### src/rtl/snn_pkg.sv
// Shared types and helpers for the spiking-network event path.
package snn_pkg;
  localparam int ID_WIDTH_DEF = 2;
  localparam int TS_WIDTH_DEF = 8;
  localparam int PE_MAX       = 32;
  localparam int PE_IDX_W     = 5;

  typedef struct packed {
    logic [ID_WIDTH_DEF-1:0] id;
    logic [TS_WIDTH_DEF-1:0] ts;
  } evt_t;

  typedef struct packed {
    logic                found;
    logic [PE_IDX_W-1:0] idx;
  } pe_t;

  // Lowest set bit wins: scan downward so the last hit is the smallest index.
  function automatic pe_t lowest_set(input logic [PE_MAX-1:0] vec);
    pe_t r;
    r = '0;
    for (int i = PE_MAX-1; i >= 0; i--) begin
      if (vec[i]) begin
        r.found = 1'b1;
        r.idx   = i[PE_IDX_W-1:0];
      end
    end
    return r;
  endfunction
endpackage

### src/rtl/spike_event_encoder_if.sv
// Address-event output port: show-ahead valid/ready with id and timestamp.
interface spike_event_encoder_if import snn_pkg::*; #(
  parameter int ID_WIDTH = ID_WIDTH_DEF,
  parameter int TS_WIDTH = TS_WIDTH_DEF
);
  logic                evt_valid;
  logic                evt_ready;
  logic [ID_WIDTH-1:0] evt_id;
  logic [TS_WIDTH-1:0] evt_ts;

  modport master (output evt_valid, evt_id, evt_ts, input evt_ready);
  modport slave  (input evt_valid, evt_id, evt_ts, output evt_ready);
endinterface

### src/rtl/snn_event_fifo.sv
// Synchronous show-ahead FIFO; full/empty come from the level counter.
module snn_event_fifo #(
  parameter int DATA_W = 10,
  parameter int DEPTH  = 8,
  localparam int AW    = $clog2(DEPTH)
) (
  input  logic              clk,
  input  logic              rst_n,
  input  logic              push,
  input  logic [DATA_W-1:0] wr_data,
  input  logic              pop,
  output logic [DATA_W-1:0] rd_data,
  output logic              full,
  output logic              empty,
  output logic [AW:0]       level
);
  logic [DATA_W-1:0] mem [DEPTH];
  logic [AW-1:0]     wr_ptr, rd_ptr;
  logic              do_push, do_pop;

  assign full    = (level == (AW+1)'(DEPTH));
  assign empty   = (level == '0);
  assign do_pop  = pop && !empty;
  // A full FIFO still takes a push when the head leaves on the same edge.
  assign do_push = push && (!full || do_pop);
  assign rd_data = empty ? '0 : mem[rd_ptr];

  always_ff @(posedge clk or negedge rst_n) begin
    if (!rst_n) begin
      wr_ptr <= '0;
      rd_ptr <= '0;
      level  <= '0;
    end else begin
      if (do_push) wr_ptr <= wr_ptr + 1'b1;
      if (do_pop)  rd_ptr <= rd_ptr + 1'b1;
      level <= level + (AW+1)'(do_push) - (AW+1)'(do_pop);
    end
  end

  always_ff @(posedge clk) begin
    if (do_push) mem[wr_ptr] <= wr_data;
  end
endmodule

### src/rtl/spike_event_encoder.sv
// Turns spike vectors into timestamped address-events, one per cycle, into
// a show-ahead FIFO; spikes arriving while a vector is still pending are dropped.
module spike_event_encoder import snn_pkg::*; #(
  parameter int NUM_NEURONS = 3,
  parameter int ID_WIDTH    = ID_WIDTH_DEF,
  parameter int TS_WIDTH    = TS_WIDTH_DEF,
  parameter int FIFO_DEPTH  = 8,
  parameter int CNT_WIDTH   = 8,
  localparam int LVL_W      = $clog2(FIFO_DEPTH) + 1
) (
  input  logic                   clk,
  input  logic                   rst_n,
  input  logic                   enable,
  input  logic [NUM_NEURONS-1:0] spike_in,
  input  logic                   clear_stats,
  spike_event_encoder_if.master  evt,
  output logic [LVL_W-1:0]       fifo_level,
  output logic                   overflow,
  output logic [CNT_WIDTH-1:0]   drop_count
);
  localparam int DATA_W = ID_WIDTH + TS_WIDTH;

  logic [TS_WIDTH-1:0]    ts_cnt, pend_ts;
  logic [NUM_NEURONS-1:0] mask, mask_next, push_bit;
  logic [DATA_W-1:0]      wr_data, rd_data;
  logic [CNT_WIDTH:0]     drop_sum;
  logic                   full, empty, pop, push, sample, drop;
  pe_t                    pe;

  assign pe        = lowest_set(PE_MAX'(mask));
  assign pop       = !empty && evt.evt_ready;
  assign push      = pe.found && (!full || pop);
  assign push_bit  = push ? (NUM_NEURONS'(1) << pe.idx) : '0;
  assign mask_next = mask & ~push_bit;
  assign sample    = enable && (spike_in != '0);
  // A new vector is only accepted if the pending one drains on this very edge.
  assign drop      = sample && (mask_next != '0);
  assign wr_data   = {pe.idx[ID_WIDTH-1:0], pend_ts};

  always_comb begin
    drop_sum = {1'b0, drop_count};
    for (int i = 0; i < NUM_NEURONS; i++)
      drop_sum = drop_sum + (CNT_WIDTH+1)'(spike_in[i]);
  end

  always_ff @(posedge clk or negedge rst_n) begin
    if (!rst_n) begin
      ts_cnt     <= '0;
      mask       <= '0;
      pend_ts    <= '0;
      overflow   <= 1'b0;
      drop_count <= '0;
    end else begin
      if (enable) ts_cnt <= ts_cnt + 1'b1;
      if (sample && !drop) begin
        mask    <= spike_in;
        pend_ts <= ts_cnt;
      end else begin
        mask <= mask_next;
      end
      if (clear_stats) begin
        overflow   <= 1'b0;
        drop_count <= '0;
      end else if (drop) begin
        overflow   <= 1'b1;
        drop_count <= drop_sum[CNT_WIDTH] ? '1 : drop_sum[CNT_WIDTH-1:0];
      end
    end
  end

  snn_event_fifo #(.DATA_W(DATA_W), .DEPTH(FIFO_DEPTH)) u_fifo (
    .clk     (clk),
    .rst_n   (rst_n),
    .push    (push),
    .wr_data (wr_data),
    .pop     (pop),
    .rd_data (rd_data),
    .full    (full),
    .empty   (empty),
    .level   (fifo_level)
  );

  assign evt.evt_valid = !empty;
  assign evt.evt_id    = rd_data[DATA_W-1 -: ID_WIDTH];
  assign evt.evt_ts    = rd_data[TS_WIDTH-1:0];
endmodule

### src/flat_wrapper.sv
// flat-port wrapper written by rule: the top's interface ports become plain ports
module spike_event_encoder_flat import snn_pkg::*;
#(
  parameter int NUM_NEURONS = 3,
  parameter int ID_WIDTH    = ID_WIDTH_DEF,
  parameter int TS_WIDTH    = TS_WIDTH_DEF,
  parameter int FIFO_DEPTH  = 8,
  parameter int CNT_WIDTH   = 8,
  localparam int LVL_W      = $clog2(FIFO_DEPTH) + 1
)
  (clk, rst_n, enable, spike_in, clear_stats, fifo_level, overflow, drop_count, evt_evt_valid, evt_evt_id, evt_evt_ts, evt_evt_ready);
  spike_event_encoder_if #(.ID_WIDTH(ID_WIDTH), .TS_WIDTH(TS_WIDTH)) evt_i ();
  input  logic clk;
  input  logic rst_n;
  input  logic enable;
  input  logic [NUM_NEURONS-1:0] spike_in;
  input  logic clear_stats;
  output logic [LVL_W-1:0] fifo_level;
  output logic overflow;
  output logic [CNT_WIDTH-1:0] drop_count;
  output wire logic [$bits(evt_i.evt_valid)-1:0] evt_evt_valid;
  output wire logic [$bits(evt_i.evt_id)-1:0] evt_evt_id;
  output wire logic [$bits(evt_i.evt_ts)-1:0] evt_evt_ts;
  input wire logic [$bits(evt_i.evt_ready)-1:0] evt_evt_ready;
  assign evt_evt_valid = evt_i.evt_valid;
  assign evt_evt_id = evt_i.evt_id;
  assign evt_evt_ts = evt_i.evt_ts;
  assign evt_i.evt_ready = evt_evt_ready;
  spike_event_encoder #(.NUM_NEURONS(NUM_NEURONS), .ID_WIDTH(ID_WIDTH), .TS_WIDTH(TS_WIDTH), .FIFO_DEPTH(FIFO_DEPTH), .CNT_WIDTH(CNT_WIDTH)) u_core (.clk(clk), .rst_n(rst_n), .enable(enable), .spike_in(spike_in), .clear_stats(clear_stats), .evt(evt_i), .fifo_level(fifo_level), .overflow(overflow), .drop_count(drop_count));
endmodule
### config.mk
export PLATFORM = sky130hd
export DESIGN_NAME = spike_event_encoder_flat
export DESIGN_NICKNAME = d
export VERILOG_FILES = /design/src/rtl/snn_pkg.sv /design/src/rtl/spike_event_encoder_if.sv /design/src/rtl/snn_event_fifo.sv /design/src/rtl/spike_event_encoder.sv /design/src/flat_wrapper.sv
export SDC_FILE = /design/constraint.sdc
export NUM_CORES = 1
export LEC_CHECK = 0
export CORE_UTILIZATION = 50
export CTS_BUF_LIST = sky130_fd_sc_hd__clkbuf_8
export CTS_CLUSTER_DIAMETER = 30
export CTS_CLUSTER_SIZE = 30
export DETAILED_ROUTE_END_ITERATION = 8
export DONT_BUFFER_PORTS = 1
export MAX_ROUTING_LAYER = met4
export PLACE_DENSITY_LB_ADDON = 0.08
export SETUP_SLACK_MARGIN = 0.02
export SKIP_LAST_GASP = 1
export SYNTH_ARGS = -nofsm -noshare
export SYNTH_HDL_FRONTEND = slang
export SYNTH_SLANG_ARGS = --single-unit
### constraint.sdc
create_clock -name clk -period 4.2 [get_ports clk]
set_clock_uncertainty 0.15 [all_clocks]
set_input_delay 0.63 -clock clk [delete_from_list [all_inputs] [get_ports clk]]
set_output_delay 0.63 -clock clk [all_outputs]
set_load 0.05 [all_outputs]
==> flow_summary.yaml <==
power:
  intPower_mw: 2.90
  powerDensity_mw_per_mm2: 786
  power.leakage_nw: 2.25
  switching_share_pct: 36.6
  pwr-share-seq_pct: 44.0
  p_switching_mw: 1.67
  combinationalPowerShare_pct: 33.2
  peakVddDrop_uv: 327
  p_clk_share_pct: 22.9
sta:
  finalSetupTns_ns: 0
  drv_slew: 0
  finalHoldViolCount: 0
  fin_crit_sh_pct: 80.0
  whs_ns: 0.115
  max_freq_ghz: 0.298
  setup_violations: 0
  relSlewSlack_pct: 35.2
  tightest_slew_ns: 0.970
  rsz0062_at_grt: "no"
  min_period_ns: 3.36
floorplan:
  fp.dieW_um: 103
  row_count: 36
  die-area_sq_mm: 0.0106
  fp.dieH_um: 103
  initial_core_util_pct: 51.9
  coreArea_sq_mm: 0.00982
  ios: 32
worst_setup_path:
  cp-start-kind: "flip-flop"
  worstSetupEndpointType: "output port"
  crit_fanout: 12
  cp.required_ns: 3.42
  cpMaxStageDelayCell: "dfrtp_1"
  max_stage_delay_ns: 0.81
  worstPathCellList: "buf_4, mux4_2, mux2i_1, nor2_1"
  crit_type: "reg2out"
  worstPathArrival_ns: 2.58
clock_network:
  cts.clk_slew.worst_paths_ns: 0.07
  cts-root-buf: "clkbuf_8"
  clockBufferDepth: 2
  cts_tree: "done"
  clock-sinks: 118
  insertion_delay_ns: 0.42
  cts_resized: 0
  cts_htree_levels: 4
  postCtsSetupRepairBufs: 0
  cts_buffers: 17
  cts_hold_buffers: 2
layout:
  final_common_cell: "edfxtp_1"
  mostFrequentLayoutCells: "80 x edfxtp_1, 38 x dfrtp_1, 24 x nor2_1"
  n_antenna_cell: 0
  num-nets-final: 365
  syn_to_final_growth_pct: 14.2
  drive_above_1_share_pct: 26.6
  final_util_pct: 59.2
synth:
  ys_ff_latch: 118
  ys_seq_area_share_pct: 65.8
  synth-edff-count: 80
  synthesis.area_sq_mm: 0.00509
  synth_ff_type: "edfxtp_1"
  yosysUniqueCellTypes: 49
  yosysWarnings: 0
  synth_nets: 331
  avgSynthCellArea_sq_um: 16.5
  synthCells: 308
  async_flop_share_pct: 32.2
grt:
  grt-busiest-layer: "met2"
  grtUsageTotal_pct: 20.6
  antenna_found_initial: 0
  grtUsageMet1_pct: 26.4
  gr-usage-met2_pct: 31.4
  gr-usage-met3_pct: 5.63
  grt_start_max_net_pins: 39
  grt_pass1_vias: 2627
  grt_pass1_wl_um: 14700
  grt_overflow: 0
drt:
  avgRoutedWirePerCell_um: 18.5
  ant_nets: 0
  drt_wl_total_um: 9020
  dr.first_iter.drc_count: 78
  drc: 0
  vias: 2602
  via_per_inst: 5.34
  firstDrtPassIters: 4
min_path:
  min_path_type: "in2reg"
placed_design:
  place_congestion: 0.757
  portBuffers: 0
  dp_hpwl_um: 6010
job:
  drv_cap: 0
outcome:
  outcome: "complete, no violations"
[flip-flops by register name, indices dropped and copies added, names as in the netlist]
register,count
u_core.drop_count,8
u_core.mask,3
u_core.overflow,1
u_core.pend_ts,8
u_core.ts_cnt,8
u_core.u_fifo.level,4
u_core.u_fifo.mem,80
u_core.u_fifo.rd_ptr,3
u_core.u_fifo.wr_ptr,3
[area by class of cell]
class | instances | area, sq um
repair buffers | 25 | 203
fillers | 801 | 4010
inverters | 12 | 45.0
multi-input cells | 168 | 1640
well taps | 133 | 166
flip-flops and latches | 118 | 3350
clock inverters | 14 | 169
clock buffers | 17 | 234
[logic make-up (layout without fill, tap and decap cells)]
family,count (synthesis),count (layout),share of synthesized area [%]
flip-flops,118,118,65.8
AND/OR/NAND/NOR,76,76,8.30
multiplexers,41,41,13.8
AO/OA/AOI/OAI,22,22,3.44
buffers and inverters,22,68,1.99
adder cells (fa/ha/maj),16,16,4.35
XOR/XNOR,13,13,2.24
[critical path, delay by kind of cell, from the launching register on]
kind / cells / cell delay, ns
mux: 2 / 0.32
flops: 1 / 0.81
buf+inv: 1 / 0.34
simple gates: 1 / 0.70
[layer usage]
| layer | wire (um) | share of wire (%) |
|---|---|---|
| met2 | 4440 | 49 |
| met5 | 0 | 0 |
| met3 | 285 | 3.2 |
| met4 | 106 | 1.2 |
| met1 | 4190 | 46 |
[path summary, 6_finish.rpt]
kind / startpoint / to / slack [ns] / depth (start not counted)
max: u_core.u_fifo.rd_ptr[0] / evt_evt_id[0] / 0.84 / 4
min: clear_stats / u_core.drop_count[4] / 0.11 / 1
max reg2reg: u_core.u_fifo.level[2] / u_core.u_fifo.level[2] / 0.98 / 12
min reg2reg: u_core.ts_cnt[7] / u_core.ts_cnt[7] / 0.32 / 1
max in group asynchronous: rst_n / u_core.pend_ts[5] / 3.19 / 2
min in group asynchronous: rst_n / u_core.drop_count[5] / 0.51 / 2
[per-stage QoR]
step                      std cells  setup WS, ns  total power [mW]  instance area [sq um]
after floorplan                 308         0.959              3.11                   5090
after global placement          454          1.02              3.53                   5380
final                           487         0.841              4.57                   5810
after CTS                       487         0.754              4.62                   5810
after detailed placement        454         0.999              3.56                   5380
after global routing            487         0.640              4.83                   5810
[power groups by stage]
stage | logic [mW] | clock network, mW | registers (mW)
2_1_floorplan | 1.23 | 0 | 1.88
3_5_place_dp | 1.52 | 0 | 2.04
4_1_cts | 1.54 | 1.07 | 2.02
3_3_place_gp | 1.50 | 0 | 2.03
6_report | 1.52 | 1.05 | 2.01
5_1_grt | 1.65 | 1.13 | 2.06
[cells in the mapped netlist, types with 4 or more instances]
| master | instances | share of area (%) |
|---|---|---|
| a21oi_1 | 6 | 0.59 |
| dfrtp_1 | 38 | 19 |
| edfxtp_1 | 80 | 47 |
| ha_1 | 12 | 2.9 |
| inv_1 | 11 | 0.81 |
| mux2_4 | 8 | 2.4 |
| mux2i_1 | 10 | 2.0 |
| mux4_2 | 20 | 8.8 |
| nand2_1 | 15 | 1.1 |
| nand4_1 | 4 | 0.49 |
| nor2_1 | 24 | 1.8 |
| nor3_1 | 9 | 0.88 |
| xnor2_1 | 8 | 1.4 |
| xor2_1 | 5 | 0.86 |
No activity file was read; power rests on OpenSTA's default activity.
